<file path="src/rtl/xbar_slave_arbiter_pkg.sv">
// Shared cross-bar types and constants: arbiter state encoding, bus widths,
// slave-select bit and the data returned on a timed-out read.
package xbar_pkg;

  localparam int ADDR_W  = 32;
  localparam int DATA_W  = 32;
  localparam int SEL_BIT = 31;

  localparam logic [DATA_W-1:0] ERR_DATA = 32'hDEAD_BEEF;

  typedef enum logic [1:0] {
    IDLE  = 2'd0,
    BUSY  = 2'd1,
    RDATA = 2'd2
  } arb_state_t;

endpackage

</file>
<file path="src/rtl/xbar_slave_arbiter_if.sv">
// Request/acknowledge bus between a cross-bar master and a slave port.
// The master modport drives the request side; the slave modport answers it.
interface xbar_if;
  import xbar_pkg::*;

  logic              req;
  logic [ADDR_W-1:0] addr;
  logic              cmd;
  logic [DATA_W-1:0] wdata;
  logic              ack;
  logic [DATA_W-1:0] rdata;

  modport master (output req, addr, cmd, wdata, input  ack, rdata);
  modport slave  (input  req, addr, cmd, wdata, output ack, rdata);

endinterface

</file>
<file path="src/rtl/xbar_slave_arbiter_rr_arb2.sv">
// Combinational two-way round-robin pick: a lone eligible master wins,
// on contention the master that did not win last time is chosen.
module xbar_rr_arb2 (
  input  logic [1:0] elig_i,
  input  logic       last_grant_i,
  output logic       grant_o,
  output logic       valid_o
);

  always_comb begin
    valid_o = |elig_i;
    grant_o = 1'b0;
    if (&elig_i) begin
      grant_o = ~last_grant_i;
    end else begin
      grant_o = elig_i[1];
    end
  end

endmodule

</file>
<file path="src/rtl/xbar_slave_arbiter.sv">
// Per-slave arbiter of the 2x2 cross-bar: round-robin, one outstanding transaction.
// Define XBAR_ARB_TIMEOUT_EN to complete a stalled BUSY phase with an error after TIMEOUT cycles.
module xbar_slave_arbiter
  import xbar_pkg::*;
#(
  parameter logic SLAVE_ID = 1'b0,
  parameter int   TIMEOUT  = 16
) (
  input  logic    clk,
  input  logic    reset,
  xbar_if.slave   m0,
  xbar_if.slave   m1,
  xbar_if.master  s,
  output logic    timeout_err
);

  arb_state_t state_q, state_d;
  logic       grant_q, grant_d;
  logic       last_grant_q, last_grant_d;

  logic [1:0]        elig;
  logic              arb_grant;
  logic              arb_valid;
  logic              ack_g;
  logic              to_hit;
  logic              rd_err;
  logic [DATA_W-1:0] rd_data;

  assign elig[0] = m0.req & (m0.addr[SEL_BIT] == SLAVE_ID);
  assign elig[1] = m1.req & (m1.addr[SEL_BIT] == SLAVE_ID);

  xbar_rr_arb2 u_rr (
    .elig_i       (elig),
    .last_grant_i (last_grant_q),
    .grant_o      (arb_grant),
    .valid_o      (arb_valid)
  );

`ifdef XBAR_ARB_TIMEOUT_EN
  localparam int CNT_W = $clog2(TIMEOUT + 1);

  logic [CNT_W-1:0] cnt_q, cnt_d;
  logic             err_q;

  assign to_hit = (state_q == BUSY) && (cnt_q == CNT_W'(TIMEOUT));
  assign rd_err = (state_q == RDATA) && err_q;

  // Counter holds at TIMEOUT so the error completion fires exactly once.
  always_comb begin
    cnt_d = cnt_q;
    if (state_q != BUSY) begin
      cnt_d = '0;
    end else if (!s.ack && !to_hit) begin
      cnt_d = cnt_q + CNT_W'(1);
    end
  end

  always_ff @(posedge clk) begin
    if (reset) begin
      cnt_q <= '0;
      err_q <= 1'b0;
    end else begin
      cnt_q <= cnt_d;
      err_q <= to_hit;
    end
  end
`else
  logic unused_cfg;

  assign to_hit     = 1'b0;
  assign rd_err     = 1'b0;
  assign unused_cfg = (TIMEOUT == 0);
`endif

  always_ff @(posedge clk) begin
    if (reset) begin
      state_q      <= IDLE;
      grant_q      <= 1'b0;
      last_grant_q <= 1'b1;
    end else begin
      state_q      <= state_d;
      grant_q      <= grant_d;
      last_grant_q <= last_grant_d;
    end
  end

  always_comb begin
    state_d      = state_q;
    grant_d      = grant_q;
    last_grant_d = last_grant_q;
    s.req        = 1'b0;
    ack_g        = 1'b0;
    timeout_err  = 1'b0;

    unique case (state_q)
      IDLE: begin
        if (arb_valid) begin
          grant_d = arb_grant;
          state_d = BUSY;
        end
      end
      BUSY: begin
        if (to_hit) begin
          ack_g        = 1'b1;
          timeout_err  = 1'b1;
          last_grant_d = grant_q;
          state_d      = s.cmd ? IDLE : RDATA;
        end else begin
          s.req = 1'b1;
          ack_g = s.ack;
          if (s.ack) begin
            last_grant_d = grant_q;
            state_d      = s.cmd ? IDLE : RDATA;
          end
        end
      end
      RDATA: begin
        state_d = IDLE;
      end
      default: begin
        state_d = IDLE;
      end
    endcase
  end

  // Slave side always follows the granted master; only BUSY qualifies it with s.req.
  always_comb begin
    s.addr  = grant_q ? m1.addr  : m0.addr;
    s.cmd   = grant_q ? m1.cmd   : m0.cmd;
    s.wdata = grant_q ? m1.wdata : m0.wdata;
    m0.ack  = ack_g & ~grant_q;
    m1.ack  = ack_g &  grant_q;
    rd_data = rd_err ? ERR_DATA : s.rdata;
    m0.rdata = grant_q ? '0 : rd_data;
    m1.rdata = grant_q ? rd_data : '0;
  end

endmodule

</file>
<file path="src/flat_wrapper.sv">
// flat-port wrapper written by rule: the top's interface ports become plain ports
module xbar_slave_arbiter_flat import xbar_pkg::*;
#(
  parameter logic SLAVE_ID = 1'b0,
  parameter int   TIMEOUT  = 16
)
  (clk, reset, timeout_err, m0_req, m0_addr, m0_cmd, m0_wdata, m0_ack, m0_rdata, m1_req, m1_addr, m1_cmd, m1_wdata, m1_ack, m1_rdata, s_req, s_addr, s_cmd, s_wdata, s_ack, s_rdata);
  xbar_if m0_i ();
  xbar_if m1_i ();
  xbar_if s_i ();
  input  logic clk;
  input  logic reset;
  output logic timeout_err;
  input wire logic [$bits(m0_i.req)-1:0] m0_req;
  input wire logic [$bits(m0_i.addr)-1:0] m0_addr;
  input wire logic [$bits(m0_i.cmd)-1:0] m0_cmd;
  input wire logic [$bits(m0_i.wdata)-1:0] m0_wdata;
  output wire logic [$bits(m0_i.ack)-1:0] m0_ack;
  output wire logic [$bits(m0_i.rdata)-1:0] m0_rdata;
  input wire logic [$bits(m1_i.req)-1:0] m1_req;
  input wire logic [$bits(m1_i.addr)-1:0] m1_addr;
  input wire logic [$bits(m1_i.cmd)-1:0] m1_cmd;
  input wire logic [$bits(m1_i.wdata)-1:0] m1_wdata;
  output wire logic [$bits(m1_i.ack)-1:0] m1_ack;
  output wire logic [$bits(m1_i.rdata)-1:0] m1_rdata;
  output wire logic [$bits(s_i.req)-1:0] s_req;
  output wire logic [$bits(s_i.addr)-1:0] s_addr;
  output wire logic [$bits(s_i.cmd)-1:0] s_cmd;
  output wire logic [$bits(s_i.wdata)-1:0] s_wdata;
  input wire logic [$bits(s_i.ack)-1:0] s_ack;
  input wire logic [$bits(s_i.rdata)-1:0] s_rdata;
  assign m0_i.req = m0_req;
  assign m0_i.addr = m0_addr;
  assign m0_i.cmd = m0_cmd;
  assign m0_i.wdata = m0_wdata;
  assign m0_ack = m0_i.ack;
  assign m0_rdata = m0_i.rdata;
  assign m1_i.req = m1_req;
  assign m1_i.addr = m1_addr;
  assign m1_i.cmd = m1_cmd;
  assign m1_i.wdata = m1_wdata;
  assign m1_ack = m1_i.ack;
  assign m1_rdata = m1_i.rdata;
  assign s_req = s_i.req;
  assign s_addr = s_i.addr;
  assign s_cmd = s_i.cmd;
  assign s_wdata = s_i.wdata;
  assign s_i.ack = s_ack;
  assign s_i.rdata = s_rdata;
  xbar_slave_arbiter #(.SLAVE_ID(SLAVE_ID), .TIMEOUT(TIMEOUT)) u_core (.clk(clk), .reset(reset), .m0(m0_i), .m1(m1_i), .s(s_i), .timeout_err(timeout_err));
endmodule
</file>
<file path="config.mk">
export PLATFORM = sky130hd
export DESIGN_NAME = xbar_slave_arbiter_flat
export DESIGN_NICKNAME = d
export VERILOG_FILES = /design/src/rtl/xbar_slave_arbiter_pkg.sv /design/src/rtl/xbar_slave_arbiter_if.sv /design/src/rtl/xbar_slave_arbiter_rr_arb2.sv /design/src/rtl/xbar_slave_arbiter.sv /design/src/flat_wrapper.sv
export SDC_FILE = /design/constraint.sdc
export NUM_CORES = 1
export LEC_CHECK = 0
export ABC_AREA = 1
export BUFFER_PORTS_ARGS = -buffer_cell sky130_fd_sc_hd__buf_4
export CAP_MARGIN = 20
export CORE_AREA = 5 5 114 116
export DETAILED_ROUTE_END_ITERATION = 6
export DIE_AREA = 0 0 119 121
export PLACE_DENSITY = 0.57
export SETUP_SLACK_MARGIN = 0.02
export SLEW_MARGIN = 20
export SYNTH_ARGS = -nofsm -noshare
export SYNTH_HDL_FRONTEND = slang
export SYNTH_SLANG_ARGS = --single-unit
</file>
<file path="constraint.sdc">
create_clock -name clk -period 1.6 [get_ports clk]
set_input_delay 0.48 -clock clk [delete_from_list [all_inputs] [get_ports clk]]
set_output_delay 0.48 -clock clk [all_outputs]
set_load 0.01 [all_outputs]
</file>
After elaboration in Yosys (flattened, before gate mapping)
Cells that the tools add are included.
{ "totals": {"regBits": 4, "latchBits": 0, "mem_bits_rw": 0, "romBits": 0, "in_bits": 167, "output_inout_bits": 133, "word_cells": 32, "memories": 0} }
{ "op_classes": {"n_addsub": 0, "n_mul": 0, "div": 0, "n_lt_le_gt_ge": 0, "n_eq_ne": 3, "shifts": 0, "n_mux": 12, "bitwise_logic": 8, "n_reduce_logical": 6} }
{ "ops": {"columns": ["operator", "count"], "rows": [
  ["$mux 32", 4],
  ["$reduce_and 2->1", 4],
  ["$mux 2", 3],
  ["$and 1x1->1", 4],
  ["$mux 1", 4],
  ["$not 1->1", 4],
  ["$pmux 2 s2", 1],
  ["$eq 2x1->1 const B", 1],
  ["$logic_not 2->1", 1],
  ["$ne 2x1->1 const B", 1],
  ["$ne 2x2->1 const B", 1],
  ["$reduce_or 2->1", 1]
]} }

Longest topological paths before layout
Gate-level depths: netlist of run 1.
{ "logic_depth": {"ltp_word": 5, "depth_mapped": 6, "mapped_depth_nobuf": 6} }

By module
From an unflattened synthesis of run 1, not the netlist that was laid out.
{ "unflattened": {"cells_unflattened": 380, "hier_area_um2": 1622.8} }
{ "modules_own_cells": {"columns": ["module", "n_inst", "cells_each", "area_each_um2", "seq_area_each_um2"], "rows": [
  ["xbar_slave_arbiter", 1, 377, 1607.8, 80.1],
  ["xbar_rr_arb2", 1, 3, 15.0, 0.0]
]} }

Worst setup path before layout of run 1
OpenSTA, ideal clock, no wires.
{ "synth_timing": {"path_type": "reg2out", "start": "register u_core.grant_q", "end": "output s_addr[31]", "t_arrival_ps": 888, "required_time_ps": 1120, "slack_ps": 232, "stages_incl_launch_ff": 4, "n_path_buf": 2, "path_cell_list": "dfxtp_1 -> buf_4 -> buf_2 -> o21ai_0"} }
{ "synth_between": {"elab_chain_cells": 1} }
{ "synth_lines": {"columns": ["item", "line_no", "text"], "rows": [
  ["start: declaration", "xbar_slave_arbiter.sv:18", "logic grant_q, grant_d;"],
  ["start signal: assignment", "xbar_slave_arbiter.sv:82", "grant_q <= grant_d;"],
  ["$mux 32", "xbar_slave_arbiter.sv:128", "s.addr = grant_q ? m1.addr : m0.addr;"],
  ["end: declaration", "flat_wrapper.sv:27", "output wire logic [$bits(s_i.addr)-1:0] s_addr;"]
]} }
No other way between the ends.

Worst setup path in the final report of run 1
{ "layout_timing": {"start": "register u_core.grant_q", "end": "output m0_rdata[11]"} }
{ "layout_between": {"elab_chain_cells": 1} }
{ "layout_lines": {"columns": ["item", "line_no", "text"], "rows": [
  ["$mux 32", "xbar_slave_arbiter.sv:134", "m0.rdata = grant_q ? '0 : rd_data;"],
  ["end: declaration", "flat_wrapper.sv:19", "output wire logic [$bits(m0_i.rdata)-1:0] m0_rdata;"]
]} }
No other way between the ends.

==> qor.csv, run 1 <==
stage;metric;value;unit
timing;Final Max Tran Viols;0;
final_layout;layout cells sized above 1;0.524;
detailed_routing;Vias per Instance;3.79;
critical_path;CP Class;reg2out;
critical_path;Worst Path Arrival;1.19;ns
final_layout;# nets final;834;
critical_path;crit path capture type;primary output;
logic_synthesis;synthesis-stage register bit count;4;
clock_network;H-tree depth;1;
floorplanning;die area;0.0144;mm2
outcome;failing checks;setup timing;
clock_network;Num CTS Buffers;3;
clock_network;CTS max path bufs;2;
timing;RSZ-0062 raised after global routing;yes;
timing;highest clock rate;598;MHz
grt;GRT Total Usage;0.119;
logic_synthesis;Adder-Cell Fraction of Synth Area;0;
timing;Final min period;1.67;ns
logic_synthesis;Yosys warning count;0;
logic_synthesis;largest family of logic cells by synthesized area;simple AND/OR/NAND/NOR gates;
logic_synthesis;Post-Synth XOR/XNOR Area;0;
timing;Final Hold Vio Count;0;
critical_path;Max Fanout on Critical Path;14;
grt;largest net degree at the start of global routing;39;
detailed_routing;DR pass1 iterations;4;
final_layout;diode count;0;
flow_run;max_cap viols;0;
timing;hold_ws;0.435;ns
floorplanning;CORE AREA;0.0118;mm2
grt;vias in the first global route;2951;
power;Int Pwr;1.15;mW
clock_network;CTS clk-pin slew, worst paths;0.03;ns
grt;initial antenna violation count;0;
logic_synthesis;Synth area leader;nand2_1;
logic_synthesis;post-synthesis compound-gate area fraction;0.0127;
critical_path;worst r2r path cells;6;
logic_synthesis;Syn Inst Count;373;
detailed_routing;Starting DRT DRC Count;84;
critical_path;slowest CP cell;dfxtp_4;
final_layout;most common cell after layout, fill and taps aside;buf_4;
timing;period utilization;1.04;
power;overall power;1.79;mW
final_layout;most frequent cells in the layout;buf_4, nand2_1, inv_1;
logic_synthesis;library cells used by synthesis;15;
critical_path;r2r startpoint;u_core.grant_q;
critical_path;crit path launch;u_core.grant_q;
placed_design;DP HPWL;8160;um
clock_network;CTS tree;done;
floorplanning;Core Rows;40;
detailed_routing;Routed WL per cell;12.3;um
hold_path;HP Class;in2reg;
logic_synthesis;Synth area leaders;nand2_1, inv_1, nor2_1;
placed_design;GP Congestion;0.749;
logic_synthesis;sequential fraction of the synthesis area;0.0507;
detailed_routing;antenna-violating nets left;0;
timing;Final setup viols;77;
critical_path;CP most frequent cell;buf_4;
clock_network;Root Buffer;clkbuf_16;
grt;first-pass GRT wire length;14200;um
logic_synthesis;post-synthesis mux area share;0;
critical_path;Worst setup SP type;flip-flop;
power;VDD IR max;0.392;mV
logic_synthesis;syn_nets;540;
logic_synthesis;Post-Synth Simple-Gate Area;0.653;
floorplanning;# IOs;300;
critical_path;critical path buffer and inverter count;3;
timing;clock skew;0.00467;ns
power;Leak;2.83;nW
outcome;status;complete, but fails checks;
power;Flop pwr share;0.063;
floorplanning;Starting Density;0.134;
power;P_sw;0.641;mW
final_layout;fill count;1311;
critical_path;Critical Path, Cell by Cell;buf_4, clkbuf_16, nor2_1, buf_4;
floorplanning;Die H;121;um
critical_path;crit path to;m0_rdata[11];
logic_synthesis;share of the synthesized area in the top cell type;0.554;
logic_synthesis;Avg Synthesized Cell Area;4.23;um2
logic_synthesis;Post-Syn Area;0.00158;mm2
detailed_routing;Routed WL;9960;um
detailed_routing;vias;3082;
power;power per cell area;424;mW/mm2
grt;GRT Residual Overflow;0;
placed_design;IO buf count;298;
critical_path;R2R setup slack;0.46;ns
clock_network;Skew-Pair Late Insertion Delay;0.23;ns
final_layout;area growth from synthesis to layout;167;%
final_layout;register area;83.8;um2
critical_path;FF-to-FF End;u_core.state_q[1];
critical_path;crit-path max cell delay;0.38;ns
final_layout;area of the multi-input gates;0.00113;mm2
clock_network;clock sink count;4;
critical_path;crit-path leading delay family;buffers and inverters;
timing;setup ws final;-0.0708;ns
critical_path;CP required;1.12;ns
power;switching share of total power;0.358;
critical_path;critical path depth in cells;4;
detailed_routing;# DRC;0;
power;Logic pwr share;0.712;
floorplanning;die width;119;um
power;Clock Power Share;0.225;
==> power by group through the flow <==
stage	Combinational, mW	Sequential [mW]	Clock (mW)
final	1.27	0.114	0.402
after global routing	1.39	0.115	0.420
after CTS	1.25	0.114	0.412
after detailed placement	1.22	0.115	0
after global placement	1.22	0.115	0
after floorplan	0.462	0.110	0
==> sequential cells by signal, indices dropped and copies added (netlist names) <==
name	count
u_core.state_q	2
u_core.last_grant_q	1
u_core.grant_q	1
==> per-layer routing <==
metal | GRT usage | wire [um] | up-vias
met2 | 0.230 | 5260 | 176
li1 | - | - | 1625
met4 | 0.0268 | 119 | 0
met5 | 0 | 0 | -
met1 | 0.125 | 3520 | 1272
met3 | 0.0373 | 1060 | 9
==> repair_timing <==
item / in CTS / in global routing
hold buffers: 0 / 0
resized for setup: 9 / 36
pin swaps: 1 / 1
gates cloned: 1 / 2
setup buffers: 0 / 1
setup endpoints to repair: 121 / 130
==> synth_stat cells <==
cell,count
or2_2,1
dfxtp_1,4
buf_2,8
inv_4,1
inv_1,69
o21ai_0,1
a21oi_1,3
nand2_1,233
buf_6,9
nor2_1,34
conb_1,1
nand3_1,2
buf_4,5
nor3_1,1
nand3b_1,1
==> how the worst min path moves through the flow <==
stage / startpoint / endpoint / slack (ns) / cells past startpoint
5_1_grt: reset / u_core.grant_q / 0.44 / 2
2_1_floorplan: u_core.last_grant_q / u_core.last_grant_q / 0.43 / 2
3_3_place_gp: u_core.last_grant_q / u_core.last_grant_q / 0.51 / 2
3_5_place_dp: u_core.last_grant_q / u_core.last_grant_q / 0.47 / 2
4_1_cts: reset / u_core.grant_q / 0.44 / 2
6_report: reset / u_core.grant_q / 0.44 / 2
==> cell type report <==
class                   instances  share of cell area
well taps                     147              0.0436
multi-input cells             277               0.268
clock buffers                   4              0.0187
inverters                      70              0.0628
repair buffers                311               0.587
flip-flops and latches          4              0.0199
==> kinds of logic (layout without fill, tap and decap cells) <==
| family | count (synthesis) | in the layout |
|---|---|---|
| simple gates | 272 | 272 |
| compound gates | 4 | 4 |
| flops | 4 | 4 |
| buf+inv | 92 | 385 |
| other cells | 1 | 1 |
==> metrics by stage <==
stage | setup TNS [ns] | std cells | utilization | area [um2] | setup slack [ns]
floorplan | 0 | 373 | - | 1580 | 0.232
detailed placement | 0 | 805 | 0.334 | 3940 | 0.148
finish | -2.05 | 813 | 0.357 | 4220 | -0.0708
global placement | 0 | 805 | 0.334 | 3940 | 0.165
CTS | -3.46 | 810 | 0.346 | 4090 | -0.0802
global route | -7.76 | 813 | 0.357 | 4220 | -0.121
Note: power is estimated with default switching activity, not from simulation.
==> inputs of run 2 (changes only) <==
--- a/config.mk
+++ b/config.mk
@@ -5,13 +5,12 @@
 export SDC_FILE = /design/constraint.sdc
 export NUM_CORES = 1
 export LEC_CHECK = 0
-export ABC_AREA = 1
 export BUFFER_PORTS_ARGS = -buffer_cell sky130_fd_sc_hd__buf_4
 export CAP_MARGIN = 20
-export CORE_AREA = 5 5 114 116
+export CORE_AREA = 5 5 115 117
 export DETAILED_ROUTE_END_ITERATION = 6
-export DIE_AREA = 0 0 119 121
-export PLACE_DENSITY = 0.57
+export DIE_AREA = 0 0 120 122
+export PLACE_DENSITY = 0.55
 export SETUP_SLACK_MARGIN = 0.02
 export SLEW_MARGIN = 20
 export SYNTH_ARGS = -nofsm -noshare
==> run 2 against run 1 <==
Against the previous run:
- the run still ends with setup timing left
- die area increased by 1.7%
- fmax decreased by 9.4%
- routed wire length increased by 14%
- register-to-register slack got worse by 0.20 ns
- clock power increased by 2%
- first-iteration DRC count decreased by 55%
- count of clock-buffer cells in the layout unchanged
- critical path depth unchanged
- global-route usage decreased by 0.58 points
- via count decreased by 19%
- critical endpoint is now s_addr[12]
==> qor.csv, run 2 <==
stage;metric;value;unit
critical_path;CP Class;reg2out;
power;Flop pwr share;0.055;
logic_synthesis;post-synthesis mux area share;0.511;
final_layout;layout cells sized above 1;0.862;
detailed_routing;vias;2507;
timing;Final Max Tran Viols;0;
placed_design;pre-CTS setup slack;-0.0173;ns
final_layout;# nets final;645;
logic_synthesis;library cells used by synthesis;22;
power;P_sw;0.636;mW
detailed_routing;Routed WL;11400;um
floorplanning;Die H;122;um
logic_synthesis;largest family of logic cells by synthesized area;multiplexers;
outcome;status;complete, but fails checks;
clock_network;Num CTS Buffers;3;
clock_network;CTS tree;done;
timing;Final setup viols;131;
logic_synthesis;Synth area leader;mux2_2;
detailed_routing;Routed WL per cell;18.1;um
logic_synthesis;Adder-Cell Fraction of Synth Area;0;
final_layout;most common cell after layout, fill and taps aside;buf_4;
final_layout;top flop regs;u_core.state_q x2, u_core.grant_q x1, u_core.last_grant_q x1;
power;Logic pwr share;0.748;
clock_network;clock sink count;4;
timing;Setup TNS;-23.04;ns
logic_synthesis;synth cell count leaders;mux2_2, and2_1, nor2b_1;
critical_path;Worst Path Arrival;1.36;ns
logic_synthesis;synthesis-stage register bit count;4;
power;power per cell area;438;mW/mm2
final_layout;diode count;0;
final_layout;most frequent cells in the layout;buf_4, buf_6, mux2_4;
clock_network;CTS max path bufs;2;
floorplanning;die area;0.0146;mm2
critical_path;FF-to-FF End;u_core.state_q[1];
placed_design;area post-placement;0.00384;mm2
floorplanning;Starting Density;0.117;
logic_synthesis;syn_nets;333;
grt;initial antenna violation count;0;
placed_design;DP HPWL;8260;um
critical_path;Max Fanout on Critical Path;7;
logic_synthesis;Post-Syn Area;0.00144;mm2
logic_synthesis;Yosys warning count;0;
critical_path;Worst setup SP type;flip-flop;
final_layout;max reg flops;2;
detailed_routing;Vias per Instance;4.00;
power;switching share of total power;0.307;
clock_network;H-tree depth;1;
logic_synthesis;sequential fraction of the synthesis area;0.0557;
floorplanning;die width;120;um
logic_synthesis;number of synthesized flops with an enable pin;0;
timing;clock skew;0.000337;ns
final_layout;most flop-heavy register;u_core.state_q;
grt;largest net degree at the start of global routing;42;
detailed_routing;DR pass1 iterations;4;
logic_synthesis;count leader, synth;mux2_2;
logic_synthesis;Post-Synth Simple-Gate Area;0.329;
timing;period utilization;1.15;
logic_synthesis;share of the synthesized area in the top cell type;0.501;
logic_synthesis;Syn Inst Count;166;
outcome;failing checks;setup timing;
clock_network;Skew-Pair Late Insertion Delay;0.23;ns
critical_path;crit path to;s_addr[12];
critical_path;R2R setup slack;0.26;ns
clock_network;CTS clk-pin slew, worst paths;0.03;ns
critical_path;worst r2r path cells;5;
grt;GRT Total Usage;0.113;
final_layout;design area;0.00473;mm2
grt;first-pass GRT wire length;13400;um
power;Clock Power Share;0.197;
placed_design;GP Congestion;0.761;
grt;GRT Residual Overflow;0;
logic_synthesis;Synth area leaders;mux2_2, and2_1, nor2b_1;
floorplanning;CORE AREA;0.0123;mm2
timing;setup ws final;-0.244;ns
power;VDD IR max;0.233;mV
timing;Final Hold Vio Count;0;
critical_path;crit path launch;u_core.grant_q;
logic_synthesis;ys flop type;dfxtp_1;
timing;highest clock rate;542;MHz
critical_path;r2r startpoint;u_core.grant_q;
power;Int Pwr;1.44;mW
detailed_routing;Starting DRT DRC Count;38;
flow_run;max_cap viols;0;
placed_design;IO buf count;298;
logic_synthesis;Post-synth ARST share;0;
power;Leak;2.46;nW
logic_synthesis;Avg Synthesized Cell Area;8.67;um2
final_layout;area growth from synthesis to layout;229;%
logic_synthesis;Post-Synth XOR/XNOR Area;0;
detailed_routing;# DRC;0;
clock_network;Root Buffer;clkbuf_16;
logic_synthesis;post-synthesis compound-gate area fraction;0.0209;
final_layout;post-layout util;0.386;
floorplanning;# IOs;300;
floorplanning;Core Rows;41;
critical_path;crit path capture type;primary output;
detailed_routing;antenna-violating nets left;0;
critical_path;CP required;1.12;ns
timing;Final min period;1.84;ns
hold_path;HP Class;in2reg;
timing;RSZ-0062 raised after global routing;yes;
grt;vias in the first global route;2552;
## run 2: changes by cell type in the layout (fill, tap and decap cells not counted), moves of 8 or more
cell / before / now
nor2_2: 16 / 1
mux2_2: 0 / 18
and2_1: 0 / 31
mux2_4: 0 / 47
buf_4: 295 / 241
nor2b_1: 0 / 16
nand2_1: 226 / 0
nor2_1: 17 / 1
nor2b_4: 0 / 8
buf_6: 8 / 67
inv_1: 62 / 1
## run 2: area by class of cell
| type | count | area, um2 |
|---|---|---|
| fill | 1215 | 7530 |
| tap | 150 | 188 |
| sequential | 4 | 86.3 |
| timing repair buffer | 323 | 2870 |
| clock buffer | 4 | 78.8 |
| multi-input combinational | 145 | 1500 |
| inverter | 1 | 3.75 |
## run 2: worst min path at each step
stage,to,slack (ns),cells past startpoint,from
after global placement,u_core.last_grant_q,0.45,1,u_core.last_grant_q
final,u_core.state_q[1],0.44,2,reset
after floorplan,u_core.last_grant_q,0.44,1,u_core.last_grant_q
after global routing,u_core.state_q[1],0.44,2,reset
after detailed placement,u_core.last_grant_q,0.45,1,u_core.last_grant_q
after CTS,u_core.state_q[1],0.44,2,reset
## run 2: per-layer routing
| metal | vias to the layer above | track usage | part of all wire |
|---|---|---|---|
| met5 | - | 0 | 0 |
| met4 | 0 | 0.0136 | 0.0055 |
| met3 | 6 | 0.0506 | 0.11 |
| met2 | 178 | 0.211 | 0.53 |
| met1 | 1140 | 0.121 | 0.36 |
| li1 | 1183 | - | - |
## run 2: timing repair
action | CTS | global route
pin swaps | 2 | 2
gates cloned | 0 | 9
gates resized for setup | 11 | 143
setup buffers | 2 | 6
hold buffers | 0 | 0
endpoints found under the setup margin | 124 | 131
## run 2: power by group through the flow
stage	clock (mW)	sequential, mW	combinational, mW
3_3_place_gp	0	0.116	1.20
5_1_grt	0.427	0.116	1.64
3_5_place_dp	0	0.116	1.20
4_1_cts	0.412	0.115	1.22
2_1_floorplan	0	0.112	0.465
6_report	0.409	0.114	1.55
## run 2: logic make-up after synthesis
logic type	after synthesis
and+or+nand+nor	75
muxes	65
buffers and inverters	17
AOI/OAI and AO/OA	4
DFF	4
other	1
## run 2: critical path, cell delays in order, from the launching register on
cell and delay, ns:
dfxtp_4 0.37, buf_12 0.15, buf_12 0.13, mux2_2 0.34
buf_4 0.14
## run 2: stage by stage
| stage | hold WS, ns | total power, mW | std cells |
|---|---|---|---|
| after CTS | 0.439 | 1.75 | 612 |
| after global placement | 0.454 | 1.31 | 606 |
| final | 0.441 | 2.07 | 627 |
| after global routing | 0.440 | 2.18 | 627 |
| after detailed placement | 0.451 | 1.32 | 606 |
| after floorplan | 0.436 | 0.577 | 166 |
